<file path="config.mk">
export PLATFORM = sky130hd
export DESIGN_NAME = sad_min_collector
export DESIGN_NICKNAME = d
export VERILOG_FILES = /design/src/rtl/sad_min_collector.sv
export SDC_FILE = /design/constraint.sdc
export NUM_CORES = 1
export LEC_CHECK = 0
export CELL_PAD_IN_SITES_DETAIL_PLACEMENT = 0
export CELL_PAD_IN_SITES_GLOBAL_PLACEMENT = 1
export CORE_ASPECT_RATIO = 0.7
export CORE_MARGIN = 3
export CORE_UTILIZATION = 45
export CTS_BUF_LIST = sky130_fd_sc_hd__clkbuf_2 sky130_fd_sc_hd__clkbuf_4 sky130_fd_sc_hd__clkbuf_8
export DETAILED_ROUTE_END_ITERATION = 8
export PLACE_DENSITY = 0.92
export SLEW_MARGIN = 10
export SYNTH_ARGS = -nofsm -noshare
export SYNTH_HDL_FRONTEND = slang
export SYNTH_SLANG_ARGS = --single-unit
export TNS_END_PERCENT = 5
</file>
<file path="constraint.sdc">
create_clock -name clk -period 4.3 [get_ports clk]
set_input_delay 0.86 -clock clk [delete_from_list [all_inputs] [get_ports clk]]
set_output_delay 0.86 -clock clk [all_outputs]
set_load 0.03 [all_outputs]
</file>
<file path="src/rtl/sad_min_collector.sv">
// Tracks the minimum saturated SAD score (and its first position) over a frame of
// N_POS scores, then presents one match result over a valid/ready handshake.
module sad_min_collector #(
    parameter int unsigned          WIDTH     = 10,
    parameter logic [WIDTH-1:0]     THRESHOLD = 10'd500,
    parameter int unsigned          N_POS     = 64,
    parameter int unsigned          IDX_W     = 6
) (
    input  logic             clk,
    input  logic             rst,
    input  logic             in_valid,
    output logic             in_ready,
    input  logic [WIDTH-1:0] in_score,
    output logic             res_valid,
    input  logic             res_ready,
    output logic [WIDTH-1:0] res_score,
    output logic [IDX_W-1:0] res_index,
    output logic             res_found
);

    localparam logic [IDX_W-1:0] LAST_POS = IDX_W'(N_POS - 1);

    typedef enum logic {
        ACC  = 1'b0,
        HOLD = 1'b1
    } state_t;

    state_t           state_q, state_d;
    logic             active_q;
    logic [IDX_W-1:0] pos_q, pos_d;
    logic [WIDTH-1:0] best_q, best_d;
    logic [IDX_W-1:0] best_idx_q, best_idx_d;
    logic [WIDTH-1:0] res_score_q, res_score_d;
    logic [IDX_W-1:0] res_index_q, res_index_d;
    logic             res_found_q, res_found_d;

    logic             accept;
    logic [WIDTH-1:0] score_sat;
    logic             new_min;
    logic [WIDTH-1:0] min_score;
    logic [IDX_W-1:0] min_idx;

    function automatic logic [WIDTH-1:0] sat_score(input logic [WIDTH-1:0] s);
        return (s > THRESHOLD) ? THRESHOLD : s;
    endfunction

    // active_q keeps in_ready low for the whole reset period and the edge after it
    assign in_ready  = (state_q == ACC) && active_q;
    assign res_valid = (state_q == HOLD);
    assign res_score = res_score_q;
    assign res_index = res_index_q;
    assign res_found = res_found_q;

    assign accept    = in_valid & in_ready;
    assign score_sat = sat_score(in_score);
    // Strict compare: a tie keeps the earlier position
    assign new_min   = score_sat < best_q;
    assign min_score = new_min ? score_sat : best_q;
    assign min_idx   = new_min ? pos_q : best_idx_q;

    always_comb begin
        state_d     = state_q;
        pos_d       = pos_q;
        best_d      = best_q;
        best_idx_d  = best_idx_q;
        res_score_d = res_score_q;
        res_index_d = res_index_q;
        res_found_d = res_found_q;
        case (state_q)
            ACC: begin
                if (accept) begin
                    if (pos_q == LAST_POS) begin
                        state_d     = HOLD;
                        pos_d       = '0;
                        best_d      = THRESHOLD;
                        best_idx_d  = '0;
                        res_score_d = min_score;
                        res_index_d = min_idx;
                        res_found_d = min_score < THRESHOLD;
                    end else begin
                        pos_d      = pos_q + 1'b1;
                        best_d     = min_score;
                        best_idx_d = min_idx;
                    end
                end
            end
            HOLD: begin
                if (res_ready) begin
                    state_d = ACC;
                end
            end
            default: state_d = ACC;
        endcase
    end

    always_ff @(posedge clk) begin
        if (!rst) begin
            state_q     <= ACC;
            active_q    <= 1'b0;
            pos_q       <= '0;
            best_q      <= THRESHOLD;
            best_idx_q  <= '0;
            res_score_q <= '0;
            res_index_q <= '0;
            res_found_q <= 1'b0;
        end else begin
            state_q     <= state_d;
            active_q    <= 1'b1;
            pos_q       <= pos_d;
            best_q      <= best_d;
            best_idx_q  <= best_idx_d;
            res_score_q <= res_score_d;
            res_index_q <= res_index_d;
            res_found_q <= res_found_d;
        end
    end

endmodule

</file>
==> impl_metrics.csv <==
group,metric,value,unit
layout,final_cells,315,
timing,fin_skew,5.99,ps
clocking,cts.clk_slew.worst_paths,80,ps
floorplan,die_area,0.00554,mm^2
synth,ys_top_cells_by_count,"dfxtp_1, nor2_1, a21oi_1, nand2_1, inv_1",
clocking,hold_buffers,0,
synth,synth_fp_nets,254,
placement,gp_congestion,0.867,
synth,syn_area,0.00210,mm^2
timing,holdWs,472,ps
placement,dp_cells,308,
setup_path,critPathCaptureType,"flip-flop",
drt,viasPerCell,5.65,
synth,synth.distinct_cells,48,
layout,post-route-util,0.574,
timing,relSlewSlack,0.577,
clocking,clk_latency,290,ps
timing,setup-tns-final,0,ps
drt,drt_iter0_drc,108,
grt,grt_pass1_wl,7960,um
floorplan,initial_core_util,0.475,
clocking,cts_root_buf,"clkbuf_8",
synth,synth_flop_cell,"dfxtp_1",
floorplan,fp.coreArea,0.00443,mm^2
timing,finalMaxSlewViolations,0,
power,pwr-share-clk,0.350,
layout,finalNetCount,284,
placement,placed_cell_area,0.00245,mm^2
timing,max_freq,296,MHz
synth,synthArstFlopShare,0,
placement,dp_hpwl,3580,um
layout,synthToLayoutAreaGrowth,20.9,%
power,switching_share,0.252,
clocking,postCtsSetupRepairBufs,0,
synth,synth_most_common_cell,"dfxtp_1",
timing,rsz0062_at_grt,"false",
placement,pre_cts_ws,651,ps
power,leakage,1.02,nW
status,outcome,"completed",
power,switchingPower,0.183,mW
synth,yosysTopAreaCellShare,0.390,
synth,synthTopCellsByArea,"dfxtp_1, ha_1, nor2_1",
grt,grt_antenna_before_repair,0,
synth,yosys.area.top_type,"dfxtp_1",
placement,portBuffers,32,
drt,ant_nets,0,
clocking,cts_tree,"built",
grt,grt_usage,0.181,
timing,worstMarginPinSlew,633,ps
timing,setup_viol,0,
timing,layout_setup_ws,918,ps
setup_path,critPathLaunchType,"input port",
timing,timing.final.crit_period,3380,ps
hold_path,hp-class,"reg -> reg",
setup_path,worst-path-max-fanout,14,
setup_path,ff2ff_setup_slack,2020,ps
power,p_int,0.544,mW
layout,design_area,0.00254,mm^2
power,total_power,0.727,mW
setup_path,cpPeakStageDelay,600,ps
synth,synth_edf_count,0,
floorplan,die_w,87.7,um
grt,grt_pass1_vias,1644,
clocking,ctsResizeCount,0,
layout,drive_gt1_frac,0.131,
timing,finalHoldViolCount,0,
setup_path,critical-path-slowest-cell,"a211oi_4",
floorplan,fp.dieH,63.2,um
clocking,numCtsBuffers,5,
power,power.density,286,mW/mm^2
clocking,htree_levels,2,
clocking,clockBufferDepth,2,
flow_run,max-cap-violations,0,
synth,synth_area_per_cell,9.14,um^2
setup_path,critPathBufInv,1,
synth,syn_inst,230,
setup_path,cp_data_arrival_time,3560,ps
setup_path,worstPathCellList,"clkdlybuf4s50_1 > o211ai_1 > nor2_1 > nor2_1 > and2_1 > ha_1 > and3b_1 > o21ai_2 > a211oi_4 > nor4_4 > a32o_1",
grt,grt_max_degree,21,
synth,ys_seq_elements,41,
setup_path,cp_common_cell,"nor2_1",
power,seq_power_share,0.531,
setup_path,critPathTopFamily,"compound AO/OA/AOI/OAI gates",
setup_path,cp.required,4480,ps
grt,grt.overflow.total,0,
setup_path,criticalPathCategory,"in -> reg",
power,power_frac_comb,0.118,
drt,via_count,1781,
drt,routed_wl,4740,um
layout,num_antenna_cells,0,
timing,min_period_over_period,0.787,
synth,ys_seq_area_frac,0.390,
clocking,clock-sinks,41,
synth,ys_warn_count,0,
drt,drc,0,
drt,drtPass1Iterations,4,
floorplan,row_count,20,
power,ir_drop,0.141,mV
drt,post_drt_wl_per_cell,15.0,um
floorplan,num_io_pins,33,
-- sequential cells by signal, indices dropped and copies added, names as in the netlist --
name and cells:
res_found 1, res_score 10, pos_q 6, res_index 6, active_q 1, res_valid 1, best_idx_q 6, best_q 10
-- power groups by stage --
| stage | Combinational, mW | Clock [mW] | Sequential, mW |
|---|---|---|---|
| after floorplan | 0.0593 | 0 | 0.394 |
| after global placement | 0.0849 | 0 | 0.395 |
| after detailed placement | 0.0855 | 0 | 0.395 |
| after CTS | 0.0858 | 0.260 | 0.386 |
| after global routing | 0.0955 | 0.278 | 0.387 |
| final | 0.0861 | 0.255 | 0.387 |
-- worst register-to-register path: cells and delay by family, from the launching register on --
kind | cells | cell delay [ps]
compound gates | 4 | 740
simple gates | 1 | 470
flops | 1 | 370
fa+ha+maj | 1 | 330
buf+inv | 2 | 310
-- area by class of cell --
cell class / count / area [um^2]
flip-flops and latches: 41 / 821
inverters: 11 / 41.3
repair buffers: 36 / 350
multi-input cells: 165 / 1170
clock inverters: 1 / 7.51
clock buffers: 6 / 82.6
fillers: 408 / 1890
well taps: 55 / 68.8
-- worst paths after layout --
| path | from | end | cells after the start |
|---|---|---|---|
| worst max-delay path | in_score[3] | best_q[0]$_SDFFE_PN0P_ | 11 |
| worst min-delay path | res_score[9]$_SDFFE_PN0P_ | res_score[9]$_SDFFE_PN0P_ | 2 |
| worst max register to register | best_q[5]$_SDFFE_PN1P_ | best_q[0]$_SDFFE_PN0P_ | 8 |
| worst min register to register | res_score[9]$_SDFFE_PN0P_ | res_score[9]$_SDFFE_PN0P_ | 2 |
-- cell usage in the layout, fill, tap and decap left out, drive strengths merged, types with 2 or more instances in the layout --
| master | n |
|---|---|
| o2111ai | 6 |
| a21oi | 15 |
| o211ai | 4 |
| mux2i | 6 |
| o311ai | 5 |
| nand2 | 16 |
| nor4 | 5 |
| a211oi | 5 |
| and3b | 2 |
| or2 | 5 |
| clkbuf | 6 |
| clkdlybuf4s50 | 32 |
| inv | 11 |
| a22o | 8 |
| nand4 | 5 |
| xor2 | 3 |
| o21ai | 13 |
| a211o | 2 |
| o21a | 2 |
| nor2 | 26 |
| a311oi | 3 |
| nand2b | 2 |
| dfxtp | 41 |
| nand3 | 10 |
| buf | 4 |
| ha | 10 |
| a2111oi | 2 |
-- logic make-up (layout without fill, tap and decap cells) --
logic type	count (synthesis)	after routing	share of synthesized area
buffers and inverters	24	54	0.0529
adders and majority gates	10	10	0.0595
DFF	41	41	0.390
muxes	7	7	0.0339
AOI/OAI and AO/OA	67	67	0.251
xor gates and xnor gates	3	3	0.0125
other	1	1	0.00178
and+or+nand+nor	77	77	0.198
-- routing by layer --
| layer | part of all wire | track usage | vias up |
|---|---|---|---|
| met5 | 0 | 0 | - |
| li1 | - | - | 910 |
| met4 | 0.0065 | 0.0345 | 0 |
| met1 | 0.55 | 0.289 | 803 |
| met2 | 0.38 | 0.235 | 64 |
| met3 | 0.070 | 0.0510 | 4 |
Note: power is estimated with default switching activity, not from simulation.
